**config.mk**
```make
export PLATFORM = sky130hd
export DESIGN_NAME = axil_cmd_master_flat
export DESIGN_NICKNAME = d
export VERILOG_FILES = /design/src/rtl/axil_cmd_master_if.sv /design/src/rtl/axil_cmd_master.sv /design/src/flat_wrapper.sv
export SDC_FILE = /design/constraint.sdc
export NUM_CORES = 1
export LEC_CHECK = 0
export ABC_AREA = 1
export BUFFER_PORTS_ARGS = -buffer_cell sky130_fd_sc_hd__buf_2
export CAP_MARGIN = 20
export CORE_MARGIN = 1.5
export CORE_UTILIZATION = 49
export DETAILED_ROUTE_END_ITERATION = 8
export GPL_TIMING_DRIVEN = 0
export PLACE_DENSITY = 0.85
export SLEW_MARGIN = 20
export SYNTH_ARGS = -nofsm -noshare
export SYNTH_HDL_FRONTEND = slang
export SYNTH_SLANG_ARGS = --single-unit
```
**constraint.sdc**
```tcl
create_clock -name clk -period 3.77 [get_ports clk]
set_input_delay 0.754 -clock clk [delete_from_list [all_inputs] [get_ports clk]]
set_output_delay 0.754 -clock clk [all_outputs]
set_load 0.005 [all_outputs]
```
**src/rtl/axil_cmd_master_if.sv**
```systemverilog
// AXI4-Lite channel bundle (32-bit data, ADDR_WIDTH address) between axil_cmd_master and a register slave.
interface axil_cmd_master_if #(
  parameter int ADDR_WIDTH = 4
);
  logic [ADDR_WIDTH-1:0] awaddr;
  logic                  awvalid;
  logic                  awready;
  logic [31:0]           wdata;
  logic [3:0]            wstrb;
  logic                  wvalid;
  logic                  wready;
  logic [1:0]            bresp;
  logic                  bvalid;
  logic                  bready;
  logic [ADDR_WIDTH-1:0] araddr;
  logic                  arvalid;
  logic                  arready;
  logic [31:0]           rdata;
  logic [1:0]            rresp;
  logic                  rvalid;
  logic                  rready;

  modport master (
    output awaddr, awvalid, wdata, wstrb, wvalid, bready, araddr, arvalid, rready,
    input  awready, wready, bresp, bvalid, arready, rdata, rresp, rvalid
  );

  modport slave (
    input  awaddr, awvalid, wdata, wstrb, wvalid, bready, araddr, arvalid, rready,
    output awready, wready, bresp, bvalid, arready, rdata, rresp, rvalid
  );
endinterface

```
**src/rtl/axil_cmd_master.sv**
```systemverilog
// Single-outstanding AXI4-Lite initiator driven by a local command/response port.
// Optional watchdog abort is enabled by defining AXIL_CMD_MASTER_TIMEOUT_EN.
module axil_cmd_master #(
  parameter int ADDR_WIDTH     = 4,
  parameter int TIMEOUT_CYCLES = 256
) (
  input  logic                  clk,
  input  logic                  rst_n,
  input  logic                  cmd_valid,
  output logic                  cmd_ready,
  input  logic                  cmd_write,
  input  logic [ADDR_WIDTH-1:0] cmd_addr,
  input  logic [31:0]           cmd_wdata,
  input  logic [3:0]            cmd_wstrb,
  output logic                  rsp_valid,
  input  logic                  rsp_ready,
  output logic [31:0]           rsp_rdata,
  output logic [1:0]            rsp_resp,
  output logic                  rsp_timeout,
  axil_cmd_master_if.master     m_axil
);

  typedef enum logic [2:0] {IDLE, WR, WR_B, RD_AR, RD_R, RSP} state_t;

  state_t                state, next_state;
  logic                  aw_done, w_done;
  logic                  accept, aw_hs, w_hs, b_hs, r_hs, abort;
  logic [ADDR_WIDTH-1:0] awaddr_q, araddr_q;
  logic [31:0]           wdata_q, rdata_q;
  logic [3:0]            wstrb_q;
  logic [1:0]            resp_q;

  assign accept = cmd_valid && cmd_ready;
  assign aw_hs  = m_axil.awvalid && m_axil.awready;
  assign w_hs   = m_axil.wvalid && m_axil.wready;
  assign b_hs   = m_axil.bvalid && m_axil.bready;
  assign r_hs   = m_axil.rvalid && m_axil.rready;

  // Handshake strobes decode straight from the state register, so an async reset drops them at once.
  assign cmd_ready      = (state == IDLE);
  assign m_axil.awvalid = (state == WR) && !aw_done;
  assign m_axil.wvalid  = (state == WR) && !w_done;
  assign m_axil.bready  = (state == WR_B);
  assign m_axil.arvalid = (state == RD_AR);
  assign m_axil.rready  = (state == RD_R);
  assign rsp_valid      = (state == RSP);

  assign m_axil.awaddr = awaddr_q;
  assign m_axil.wdata  = wdata_q;
  assign m_axil.wstrb  = wstrb_q;
  assign m_axil.araddr = araddr_q;
  assign rsp_rdata     = rdata_q;
  assign rsp_resp      = resp_q;

`ifdef AXIL_CMD_MASTER_TIMEOUT_EN
  localparam int TW = $clog2(TIMEOUT_CYCLES + 1);

  logic [TW-1:0] timer;
  logic          busy;
  logic          timeout_q;

  assign busy        = (state == WR) || (state == WR_B) || (state == RD_AR) || (state == RD_R);
  assign abort       = busy && (timer == TW'(TIMEOUT_CYCLES));
  assign rsp_timeout = timeout_q;

  always_ff @(posedge clk or negedge rst_n) begin
    if (!rst_n) begin
      timer     <= '0;
      timeout_q <= 1'b0;
    end else begin
      if (accept)    timer <= '0;
      else if (busy) timer <= timer + 1'b1;
      if (accept)     timeout_q <= 1'b0;
      else if (abort) timeout_q <= 1'b1;
    end
  end
`else
  logic unused_timeout;

  assign abort          = 1'b0;
  assign rsp_timeout    = 1'b0;
  assign unused_timeout = ^TIMEOUT_CYCLES;
`endif

  // NOTE: sequential state uses non-blocking assignments so every flop samples pre-edge values.
  always_ff @(posedge clk or negedge rst_n) begin
    if (!rst_n) state <= IDLE;
    else        state <= next_state;
  end

  // NOTE: next_state takes its default first, so no path through the case can infer a latch.
  always_comb begin
    next_state = state;
    unique case (state)
      IDLE:    if (cmd_valid) next_state = cmd_write ? WR : RD_AR;
      WR:      if ((aw_done || m_axil.awready) && (w_done || m_axil.wready)) next_state = WR_B;
      WR_B:    if (m_axil.bvalid) next_state = RSP;
      RD_AR:   if (m_axil.arready) next_state = RD_R;
      RD_R:    if (m_axil.rvalid) next_state = RSP;
      RSP:     if (rsp_ready) next_state = IDLE;
      default: next_state = IDLE;
    endcase
    if (abort) next_state = RSP;
  end

  // AW and W complete independently; each flag retires its valid the cycle after its handshake.
  always_ff @(posedge clk or negedge rst_n) begin
    if (!rst_n) begin
      aw_done <= 1'b0;
      w_done  <= 1'b0;
    end else if (accept) begin
      aw_done <= 1'b0;
      w_done  <= 1'b0;
    end else begin
      if (aw_hs) aw_done <= 1'b1;
      if (w_hs)  w_done  <= 1'b1;
    end
  end

  // Write and read address registers are separate so each bus field holds its last value.
  always_ff @(posedge clk or negedge rst_n) begin
    if (!rst_n) begin
      awaddr_q <= '0;
      araddr_q <= '0;
      wdata_q  <= '0;
      wstrb_q  <= '0;
    end else if (accept) begin
      if (cmd_write) begin
        awaddr_q <= cmd_addr;
        wdata_q  <= cmd_wdata;
        wstrb_q  <= cmd_wstrb;
      end else begin
        araddr_q <= cmd_addr;
      end
    end
  end

  always_ff @(posedge clk or negedge rst_n) begin
    if (!rst_n) begin
      rdata_q <= '0;
      resp_q  <= '0;
    end else if (abort) begin
      rdata_q <= '0;
      resp_q  <= 2'b10;
    end else if (b_hs) begin
      rdata_q <= '0;
      resp_q  <= m_axil.bresp;
    end else if (r_hs) begin
      rdata_q <= m_axil.rdata;
      resp_q  <= m_axil.rresp;
    end
  end

endmodule
```
**src/flat_wrapper.sv**
```systemverilog
// flat-port wrapper written by rule: the top's interface ports become plain ports
module axil_cmd_master_flat 
#(
  parameter int ADDR_WIDTH     = 4,
  parameter int TIMEOUT_CYCLES = 256
)
  (clk, rst_n, cmd_valid, cmd_ready, cmd_write, cmd_addr, cmd_wdata, cmd_wstrb, rsp_valid, rsp_ready, rsp_rdata, rsp_resp, rsp_timeout, m_axil_awaddr, m_axil_awvalid, m_axil_wdata, m_axil_wstrb, m_axil_wvalid, m_axil_bready, m_axil_araddr, m_axil_arvalid, m_axil_rready, m_axil_awready, m_axil_wready, m_axil_bresp, m_axil_bvalid, m_axil_arready, m_axil_rdata, m_axil_rresp, m_axil_rvalid);
  axil_cmd_master_if #(.ADDR_WIDTH(ADDR_WIDTH)) m_axil_i ();
  input  logic clk;
  input  logic rst_n;
  input  logic cmd_valid;
  output logic cmd_ready;
  input  logic cmd_write;
  input  logic [ADDR_WIDTH-1:0] cmd_addr;
  input  logic [31:0] cmd_wdata;
  input  logic [3:0] cmd_wstrb;
  output logic rsp_valid;
  input  logic rsp_ready;
  output logic [31:0] rsp_rdata;
  output logic [1:0] rsp_resp;
  output logic rsp_timeout;
  output wire logic [$bits(m_axil_i.awaddr)-1:0] m_axil_awaddr;
  output wire logic [$bits(m_axil_i.awvalid)-1:0] m_axil_awvalid;
  output wire logic [$bits(m_axil_i.wdata)-1:0] m_axil_wdata;
  output wire logic [$bits(m_axil_i.wstrb)-1:0] m_axil_wstrb;
  output wire logic [$bits(m_axil_i.wvalid)-1:0] m_axil_wvalid;
  output wire logic [$bits(m_axil_i.bready)-1:0] m_axil_bready;
  output wire logic [$bits(m_axil_i.araddr)-1:0] m_axil_araddr;
  output wire logic [$bits(m_axil_i.arvalid)-1:0] m_axil_arvalid;
  output wire logic [$bits(m_axil_i.rready)-1:0] m_axil_rready;
  input wire logic [$bits(m_axil_i.awready)-1:0] m_axil_awready;
  input wire logic [$bits(m_axil_i.wready)-1:0] m_axil_wready;
  input wire logic [$bits(m_axil_i.bresp)-1:0] m_axil_bresp;
  input wire logic [$bits(m_axil_i.bvalid)-1:0] m_axil_bvalid;
  input wire logic [$bits(m_axil_i.arready)-1:0] m_axil_arready;
  input wire logic [$bits(m_axil_i.rdata)-1:0] m_axil_rdata;
  input wire logic [$bits(m_axil_i.rresp)-1:0] m_axil_rresp;
  input wire logic [$bits(m_axil_i.rvalid)-1:0] m_axil_rvalid;
  assign m_axil_awaddr = m_axil_i.awaddr;
  assign m_axil_awvalid = m_axil_i.awvalid;
  assign m_axil_wdata = m_axil_i.wdata;
  assign m_axil_wstrb = m_axil_i.wstrb;
  assign m_axil_wvalid = m_axil_i.wvalid;
  assign m_axil_bready = m_axil_i.bready;
  assign m_axil_araddr = m_axil_i.araddr;
  assign m_axil_arvalid = m_axil_i.arvalid;
  assign m_axil_rready = m_axil_i.rready;
  assign m_axil_i.awready = m_axil_awready;
  assign m_axil_i.wready = m_axil_wready;
  assign m_axil_i.bresp = m_axil_bresp;
  assign m_axil_i.bvalid = m_axil_bvalid;
  assign m_axil_i.arready = m_axil_arready;
  assign m_axil_i.rdata = m_axil_rdata;
  assign m_axil_i.rresp = m_axil_rresp;
  assign m_axil_i.rvalid = m_axil_rvalid;
  axil_cmd_master #(.ADDR_WIDTH(ADDR_WIDTH), .TIMEOUT_CYCLES(TIMEOUT_CYCLES)) u_core (.clk(clk), .rst_n(rst_n), .cmd_valid(cmd_valid), .cmd_ready(cmd_ready), .cmd_write(cmd_write), .cmd_addr(cmd_addr), .cmd_wdata(cmd_wdata), .cmd_wstrb(cmd_wstrb), .rsp_valid(rsp_valid), .rsp_ready(rsp_ready), .rsp_rdata(rsp_rdata), .rsp_resp(rsp_resp), .rsp_timeout(rsp_timeout), .m_axil(m_axil_i));
endmodule
```
==> results of run 1 <==
report_power, final:
part	switching [mW]	internal, mW	total [mW]	leakage (nW)
clock	0.304	0.457	0.761	0.123
sequential	0.229	1.31	1.54	1.06
combinational	0.735	0.589	1.32	1.62
total	1.27	2.36	3.63	2.80
flip-flops by register name (all words and copies together) (netlist names):
name / cells
u_core.m_axil.araddr: 4
u_core.rsp_resp: 2
u_core.m_axil.wdata: 32
u_core.rsp_rdata: 32
u_core.m_axil.wstrb: 4
u_core.m_axil.awaddr: 4
u_core.state: 3
u_core.w_done: 1
u_core.aw_done: 1
stage by stage:
stage / total power [mW] / instance area [µm²] / worst slack, ns / hold WS [ns] / cells
final: 3.628 / 4718 / 1.633 / 0.3674 / 684
after global routing: 3.924 / 4718 / 1.477 / 0.3770 / 684
after CTS: 3.661 / 4718 / 1.617 / 0.3684 / 684
after detailed placement: 2.893 / 4477 / 1.991 / 0.4545 / 668
after global placement: 2.818 / 4447 / 1.365 / 0.4482 / 667
after floorplan: 2.221 / 3476 / 2.194 / 0.4584 / 401
worst min path at each step:
stage / endpoint / from / cells after the start / slack [ns]
2_1_floorplan: u_core.aw_done / rst_n / 0 / 0.46
3_3_place_gp: u_core.rsp_rdata[25] / u_core.rsp_rdata[25] / 2 / 0.45
3_5_place_dp: u_core.rsp_rdata[16] / u_core.rsp_rdata[16] / 2 / 0.45
4_1_cts: u_core.m_axil.wdata[25] / rst_n / 1 / 0.37
5_1_grt: u_core.rsp_rdata[10] / rst_n / 1 / 0.38
6_report: u_core.rsp_rdata[7] / rst_n / 1 / 0.37
cells in the final DEF, fill, tap and decap left out, drive strengths merged:
| cell type | instances |
|---|---|
| a21oi | 2 |
| nand3 | 8 |
| inv | 17 |
| clkbuf | 19 |
| nor3 | 2 |
| nand2 | 208 |
| buf | 182 |
| o21ai | 48 |
| nor2 | 11 |
| conb | 1 |
| dfrtp | 83 |
| nand4 | 2 |
| bufinv | 3 |
| clkinv | 2 |
critical path: stages, from the launching register on:
cell	delay [ns]
dfrtp_1	0.46
inv_2	0.15
nand3_1	0.14
nor2_1	0.16
buf_2	0.14
layer usage:
layer	global-route usage	vias to the layer above	share of wire
met5	0	-	0
met4	0.07215	0	0.0079
met3	0.06256	6	0.083
met2	0.3932	139	0.48
met1	0.2711	1495	0.43
li1	-	1612	-
area by class of cell:
cell class                      instances  area, µm²  area share
Buffer                                 19      136.4     0.02890
Clock buffer                           11      141.4     0.02997
Clock inverter                          5      100.1     0.02121
Inverter                               17      66.31     0.01405
Multi-Input combinational cell        282       1196      0.2535
Sequential cell                        83       2077      0.4402
Tap cell                               96      120.1     0.02546
Timing Repair Buffer                  171      880.8      0.1867
cells by family after synthesis:
family	Yosys count	synth area share
simple gates	231	0.2700
flops	83	0.5976
compound gates	50	0.07308
buf+inv	36	0.05832
other cells	1	0.001079
==> impl_results.md, run 1 <==
- Final wirelength: 8504 µm
- Post-synthesis sequential area ratio: 0.5976
- Fmax: 0.4680 GHz
- First-pass GRT wire length: 13330 µm
- Area grow syn2layout: 35.75%
- Worst-Skew Late Latency: 0.34 ns
- Row count: 30
- Hold buffer count at cts: 0
- Fillers: 579
- Final Hold Viols: 0
- Cts bufs inserted: 9
- CTS tree: built
- Fin. max-slew vios: 0
- Mapped Avg Cell Area: 8.668 µm²
- Async SR Flop Fraction: 1.000
- H-tree levels: 3
- Ranking of synthesized cells by area: dfrtp_1, nand2_1, o21ai_0, buf_6, inv_1
- EDFF count, synth: 0
- Clock Skews: 0.01077 ns
- Final setup violation count: 0
- Initial Util: 0.5088
- Root buf cell: clkbuf_8
- PwrDens: about 770 nW/µm²
- CTS Sinks: 83
- Register-to-register setup slack: 2.22 ns
- Postcts setup bufs: 0
- Worst setup endpoint: m_axil_awvalid
- Worst reg-to-reg path cell count: 7
- Most frequent cell after synthesis: nand2_1
- Die height: between 80 and 90 µm
- Yosys reg bits: 83
- Clk pin slew, worst setup/hold paths: 0.07 ns
- Post-layout util: 0.6907
- Worst setup path startpoint: u_core.state[2]
- Cts repair resizes: 0
- Setup tns final: 0 ns
- Clock Tree Buf Depth: 2
- 1st-pass router iterations: 4
- Tcrit/Tclk final: 0.5668
- Post-synthesis net count: 487
- Yosys top cell by area: dfrtp_1
- VDD IR max: 349.3 µV
- Final antenna-violating net count: 0
- Max cap viols: 0
- Nets: 669
- Wire length per cell: 12.43 µm
- DR vias: 3252
- Vias/cell: 4.754
- IO Port Bufs: 170
- Global route overflow: 0
- # DRC: 0
- Post-synth top flop: dfrtp_1
- Starting DRT DRC Count: 102
- Leak pwr: 2.803 nW
- GRT Total Usage: 0.2256
- FF-to-FF End: u_core.m_axil.wdata[3]
- Commonest cells in the netlist: nand2_1, dfrtp_1, o21ai_0
- Crit path launch type: flop
- Synth warn: 0
- Share of cells above drive strength 1: 0.3622
- Synth top area share: 0.5976
- CP max FO: 6
- Gate Count Post-Synth: 401
- GPL Wtd Cong: 0.7904
- Vias in the first global route: 3036
- Antenna cells: 0
- Crit end category: output pin
- Core box area: roughly 6800 µm²
- Period minus WS final: between 2 and 2.5 ns
- Die X-Extent: 87.23 µm
- Crit path DAT: 1.38 ns
- Required time worst endpoint: between 3 and 4 ns
- WS Path Type: flop to output pin
- Initial antenna violation count: 0
- # IOs: between 150 and 200
- Die area: roughly 7600 µm²
- Crit Reg-Reg Startpoint: u_core.state[1]
- Min-delay worst type: input pin to asynchronous set/reset pin
- Synth Cell Area: 3476 µm²
- HPWL after detailed placement: 6508 µm
- RSZ-0062 raised after global routing: no
- Largest net degree at the start of global routing: 50
- Outcome: finished clean
- Unique cell type count in the Yosys netlist: 22
Note: power is estimated with default switching activity, not from simulation.
==> inputs of run 2 (changes only) <==
--- a/config.mk
+++ b/config.mk
@@ -5,14 +5,14 @@
 export SDC_FILE = /design/constraint.sdc
 export NUM_CORES = 1
 export LEC_CHECK = 0
-export ABC_AREA = 1
+export ABC_AREA = 0
 export BUFFER_PORTS_ARGS = -buffer_cell sky130_fd_sc_hd__buf_2
 export CAP_MARGIN = 20
 export CORE_MARGIN = 1.5
-export CORE_UTILIZATION = 49
+export CORE_UTILIZATION = 40
 export DETAILED_ROUTE_END_ITERATION = 8
 export GPL_TIMING_DRIVEN = 0
-export PLACE_DENSITY = 0.85
+export PLACE_DENSITY = 0.75
 export SLEW_MARGIN = 20
 export SYNTH_ARGS = -nofsm -noshare
 export SYNTH_HDL_FRONTEND = slang
==> constraint.sdc (replaced) <==
create_clock -name clk -period 1.8 [get_ports clk]
set_input_delay 0.36 -clock clk [delete_from_list [all_inputs] [get_ports clk]]
set_output_delay 0.36 -clock clk [all_outputs]
set_load 0.005 [all_outputs]
==> run 2 against run 1 <==
Compared with the run above: power rose by 110%; register-to-register slack got worse by 2.1 ns; utilization fell by 11 points; clock power rose by 81%; area after synthesis fell by 7.5%; sequential power rose by 110%; cell count fell by 25%; sequential cell count did not move; final area fell by 4.7%; critical path type unchanged; largest power group unchanged.
==> impl_results.md, run 2 <==
- Wire length per cell: 14.55 µm
- Synth top area share: 0.6457
- CP max FO: 7
- H-tree levels: 3
- Most frequent cells in the layout: buf_2, dfrtp_1, mux2_2, a22o_1
- Setup tns final: 0 ns
- Synth Cell Area: 3217 µm²
- GRT Total Usage: 0.1716
- Vias/cell: 4.846
- Final wirelength: 7465 µm
- Mux cell area share after synthesis: 0.1575
- Clock Tree Buf Depth: 2
- Final Hold Viols: 0
- Worst reg-to-reg path cell count: 5
- Largest net degree at the start of global routing: 52
- DR vias: 2486
- Die height: 92.68 µm
- Synth warn: 0
- Largest family of logic cells by synthesized area: multiplexers
- PwrDens: 1681 nW/µm²
- # DRC: 0
- Initial antenna violation count: 0
- Required time worst endpoint: 1.44 ns
- GPL Wtd Cong: 0.7976
- Cts bufs inserted: 9
- Crit path launch type: flop
- Core box area: between 7000 and 8000 µm²
- Gate Count Post-Synth: 221
- Fmax: 0.5977 GHz
- Row count: 32
- Nets: 492
- Pwr Total: 7.556 mW
- Crit Reg-Reg Startpoint: u_core.state[0]
- Post-synthesis net count: 307
- First-pass GRT wire length: 11480 µm
- # IOs: 172
- Share of cells above drive strength 1: 0.6229
- EDFF count, synth: 0
- WS Path Type: flop to output pin
- Worst-Skew Late Latency: approximately 0.34 ns
- VDD IR max: 751.2 µV
- Hold path cells: 2
- Starting DRT DRC Count: 53
- Synth Area in Compound Gates: 0.1272
- CTS Sinks: 83
- Most frequent cell after synthesis: dfrtp_1
- RSZ-0062 raised after global routing: no
- Post-Synth Adder-Cell Area: 0
- Min-delay worst type: input pin to flop
- Register-to-register setup slack: 0.14 ns
- Root buf cell: clkbuf_8
- Unique cell type count in the Yosys netlist: 30
- 1st-pass router iterations: 4
- Yosys reg bits: 83
- Most common cell after layout, fill and taps aside: buf_2
- Post-synthesis sequential area ratio: 0.6457
- Area grow syn2layout: 39.75%
- Mapped Avg Cell Area: about 15 µm²
- Fillers: 670
- Global route overflow: 0
- Clock Skews: 0.01054 ns
- Fin Hold WS: between 0.2 and 0.25 ns
- Vias in the first global route: around 2500
- Async SR Flop Fraction: 1.000
- IO Port Bufs: 170
- Fin. max-slew vios: 0
- CTS tree: built
- Setup WS pre-CTS: around 0.014 ns
- Synth Area in Simple Gates: 0.04434
- Final antenna-violating net count: 0
- Clk pin slew, worst setup/hold paths: 0.09 ns
- Die X-Extent: 92.68 µm
- Outcome: finished clean
- Crit path DAT: 1.31 ns
- Yosys top cell by area: dfrtp_1
- Top Family by Delay on Critical Path: flip-flops
- FF-to-FF End: u_core.state[1]
- WHS Endpoint: u_core.rsp_rdata[6]
- Tcrit/Tclk final: 0.9294
- Period minus WS final: around 1.7 ns
- WP buf/inv: 1
- Crit end category: output pin
- Post-synth top flop: dfrtp_1
- Commonest cells in the netlist: dfrtp_1, mux2_2, a22o_1
- Max cap viols: 0
- Leak pwr: 2.390 nW
- Final setup violation count: 0
- Slowest-stage cell, CP: dfrtp_2
- Die area: ~8600 µm²
- Cell breakdown of the critical path: nor2_4, nand2_1, nor2_1, buf_2
- Worst Slack Setup Final: 0.1270 ns
- Ranking of synthesized cells by area: dfrtp_1, mux2_2, a22o_1, buf_2, nor2_1
- HPWL after detailed placement: around 5600 µm
- Initial Util: 0.4141
- CP peak stage delay: 0.48 ns
- Fraction of synthesized cell area in xor and xnor cells: 0
- Antenna cells: 0
- Worst hold start: m_axil_rdata[6]
## run 2: cell types whose count changed after synthesis, sizes merged, moves of 3 or more
cell and delta:
nand2 -204, o21ai -46, mux2 +45, a22o +34, inv -14, clkbuf -8, nand3 -7, a21oi +3
nand2b +3
## run 2: cell type report
cell class / count / area [µm²] / area share
sequential: 83 / 2079 / 0.4626
multi-input combinational: 122 / 1082 / 0.2407
timing repair buffer: 174 / 905.9 / 0.2015
clock buffer: 11 / 151.4 / 0.03368
tap: 102 / 127.6 / 0.02839
buffer: 13 / 76.32 / 0.01698
clock inverter: 5 / 61.31 / 0.01364
inverter: 3 / 11.26 / 0.002505
## run 2: logic make-up after synthesis
kind of cell,count (synthesis)
flops,83
compound gates,50
mux,45
simple gates,26
buf+inv,16
other cells,1
## run 2: power by group
part,internal (mW),leakage (nW),switching [mW]
registers,2.81,1.03,0.487
clock network,0.719,0.0978,0.661
logic,1.66,1.26,1.22
total,5.18,2.39,2.37
## run 2: layer usage
metal / part of all wire / vias up / GRT usage
met5: 0 / - / 0
met4: 0.012 / 0 / 0.06439
met3: 0.074 / 8 / 0.04516
met2: 0.48 / 104 / 0.2819
met1: 0.44 / 1195 / 0.2178
li1: - / 1179 / -
## run 2: repair_timing
item / 4_1_cts / 5_1_grt
setup endpoints to repair: 8 / 73
buffers inserted: 2 / 0
hold buffers: 1 / 0
pin swaps: 1 / 0
resized for setup: 2 / 10
endpoints found under the hold margin: 32 / 0
## run 2: worst max path at each step
| stage | start | to | slack (ns) | cells after the start |
|---|---|---|---|---|
| after floorplan | u_core.state[1] | u_core.rsp_rdata[10] | 0.26 | 5 |
| after global placement | rst_n | u_core.m_axil.wdata[8] | -0.23 | 1 |
| after detailed placement | u_core.state[1] | u_core.rsp_rdata[24] | 0.01 | 5 |
| after CTS | u_core.state[2] | m_axil_awvalid | 0.004 | 4 |
| after global routing | u_core.state[2] | u_core.m_axil.araddr[1] | 0.005 | 4 |
| final | u_core.state[2] | m_axil_awvalid | 0.13 | 4 |
## run 2: stage by stage
step                area, µm²  instances    util
global placement         4195        493  0.5401
detailed placement       4225        494  0.5440
global route             4496        513  0.5788
CTS                      4467        513  0.5751
floorplan                3217        221       -
finish                   4496        513  0.5788
==> inputs of run 3 (changes only) <==
--- a/config.mk
+++ b/config.mk
@@ -9,10 +9,11 @@
 export BUFFER_PORTS_ARGS = -buffer_cell sky130_fd_sc_hd__buf_2
 export CAP_MARGIN = 20
 export CORE_MARGIN = 1.5
-export CORE_UTILIZATION = 40
+export CORE_UTILIZATION = 42
+export CTS_BUF_LIST = sky130_fd_sc_hd__clkbuf_4 sky130_fd_sc_hd__clkbuf_8
 export DETAILED_ROUTE_END_ITERATION = 8
 export GPL_TIMING_DRIVEN = 0
-export PLACE_DENSITY = 0.75
+export PLACE_DENSITY = 0.79
 export SLEW_MARGIN = 20
 export SYNTH_ARGS = -nofsm -noshare
 export SYNTH_HDL_FRONTEND = slang
==> run 3 against run 2 <==
Compared with the run above: the flow now finishes with violations (hold timing); utilization up 2.9 points; fmax decreased by 3.2%; first-iteration DRC count is 5.7% lower; setup slack got worse by 0.055 ns; critical path type unchanged; largest power group unchanged.
==> impl_results.md, run 3 (synthesis gave the netlist of run 2 again) <==
- Final wirelength: 7431 µm
- Period minus WS final: around 1.7 ns
- Clock Tree Buf Depth: 2
- FF-to-FF End: u_core.state[1]
- Crit Reg-Reg Startpoint: u_core.state[1]
- Net switching power: 2.350 mW
- Die area: 8193 µm²
- Largest net degree at the start of global routing: 43
- Clock Skews: approximately 0.0073 ns
- Required time worst endpoint: 1.44 ns
- Cell Int Power: 5.229 mW
- Share of cells above drive strength 1: 0.6137
- Most common cell after layout, fill and taps aside: buf_2
- Fin Hold WS: -0.007287 ns
- PwrDens: between 1500 and 2000 nW/µm²
- Final antenna-violating net count: 0
- Core box area: around 7300 µm²
- Vias/cell: about 4.9
- Global route overflow: 0
- Vias in the first global route: 2572
- Final setup violation count: 0
- Outcome: complete, but fails checks
- WS Path Type: flop to output pin
- Area after DPL: 4214 µm²
- Min-delay worst type: input pin to asynchronous set/reset pin
- Inst Count DP: 491
- # IOs: 172
- Fmax: 0.5789 GHz
- Wire length per cell: between 10 and 15 µm
- Initial antenna violation count: 0
- CP max FO: 10
- Max cap viols: 0
- Die height: 90.52 µm
- VDD IR max: 785.3 µV
- Cts bufs inserted: 9
- Area grow syn2layout: 38.51%
- Most frequent cells in the layout: buf_2, dfrtp_1, mux2_2, a22o_1, nor2_1
- Worst Slack Setup Final: 0.07244 ns
- Slew Limit Headroom: 0.6426
- H-tree levels: 3
- Failing checks: hold timing
- Final Non-Filler Cells: 508
- Die X-Extent: slightly above 90 µm
- Register-to-register setup slack: 0.11 ns
- Fin. max-slew vios: 0
- Root buf cell: clkbuf_8
- 1st-pass router iterations: 4
- Worst-Skew Late Latency: 0.33 ns
- Starting DRT DRC Count: 50
- Nets: about 490
- Crit end category: output pin
- Row count: 31
- CTS tree: built
- Final Hold Viols: 6
- Clk pin slew, worst setup/hold paths: 0.08 ns
- Initial Util: 0.4388
- Worst reg-to-reg path cell count: 4
- Hold buffer count at cts: 0
- Tcrit/Tclk final: 0.9598
- Sequential share of power: 0.436
- Sw Share: 0.3101
- First-pass GRT wire length: 12180 µm
- Post-layout util: 0.6078
- Cell area after layout: 4456 µm²
- # DRC: 0
- Worst setup path startpoint: u_core.state[0]
- Clock share of power: 0.186
- GRT Total Usage: 0.1859
- RSZ-0062 raised after global routing: no
- Setup WS pre-CTS: -0.01343 ns
- Leak pwr: ~2.4 nW
- Crit path launch type: flop
- Crit path DAT: 1.37 ns
- GPL Wtd Cong: 0.7631
- HPWL after detailed placement: 5646 µm
- Comb power frac: 0.377
- CTS Sinks: 83
- Worst-Margin Slew: 0.5360 ns
- Antenna cells: 0
- IO Port Bufs: 170
- DR vias: 2505
run 3: routing by layer:
layer  wire (µm)  vias to the layer above  global-route usage
li1            -                     1171                   -
met3         519                       12             0.04040
met5           0                        -                   0
met2        3610                      109              0.3051
met1        3186                     1213              0.2440
met4         114                        0             0.06349
run 3: cell type report:
class	count	area, µm²
Fill cell	609	2875
Sequential cell	83	2077
Multi-Input combinational cell	122	1075
Timing Repair Buffer	173	888.4
Clock buffer	10	131.4
Tap cell	99	123.9
Clock inverter	5	78.83
Buffer	13	70.07
Inverter	3	11.26
run 3: power groups by stage:
stage	sequential (mW)	clock [mW]	combinational [mW]
floorplan	3.38	0	1.38
global placement	3.27	0	2.78
detailed placement	3.32	0	2.87
CTS	3.30	1.44	2.90
global route	3.43	1.52	3.13
finish	3.31	1.41	2.86
run 3: worst max-delay path by stage:
stage / endpoint / slack [ns]
floorplan: u_core.rsp_rdata[10] / 0.26
global placement: u_core.m_axil.wdata[12] / -0.18
detailed placement: u_core.rsp_rdata[25] / -0.01
CTS: m_axil_awvalid / 0.01
global route: m_axil_awvalid / 0.007
finish: m_axil_awvalid / 0.07
run 3: through the flow:
step	hold WS [ns]	setup TNS [ns]	total power [mW]
2_1_floorplan	0.06441	0	4.767
3_3_place_gp	0.4792	-14.62	6.047
3_5_place_dp	0.3775	-0.02988	6.186
4_1_cts	0.002364	0	7.644
5_1_grt	0.02754	0	8.077
6_report	-0.007287	0	7.580
run 3: what timing repair did:
item | CTS | global route
resized for setup | 3 | 3
setup endpoints to repair | 15 | 33
pin swaps | 1 | 0
buffers inserted | 2 | 0
run 3: worst max-delay path: stages (launching register included):
cell and delay [ns]:
dfrtp_1 0.33, buf_2 0.20, buf_4 0.20, nand2_1 0.08, nor2_1 0.11, buf_2 0.12
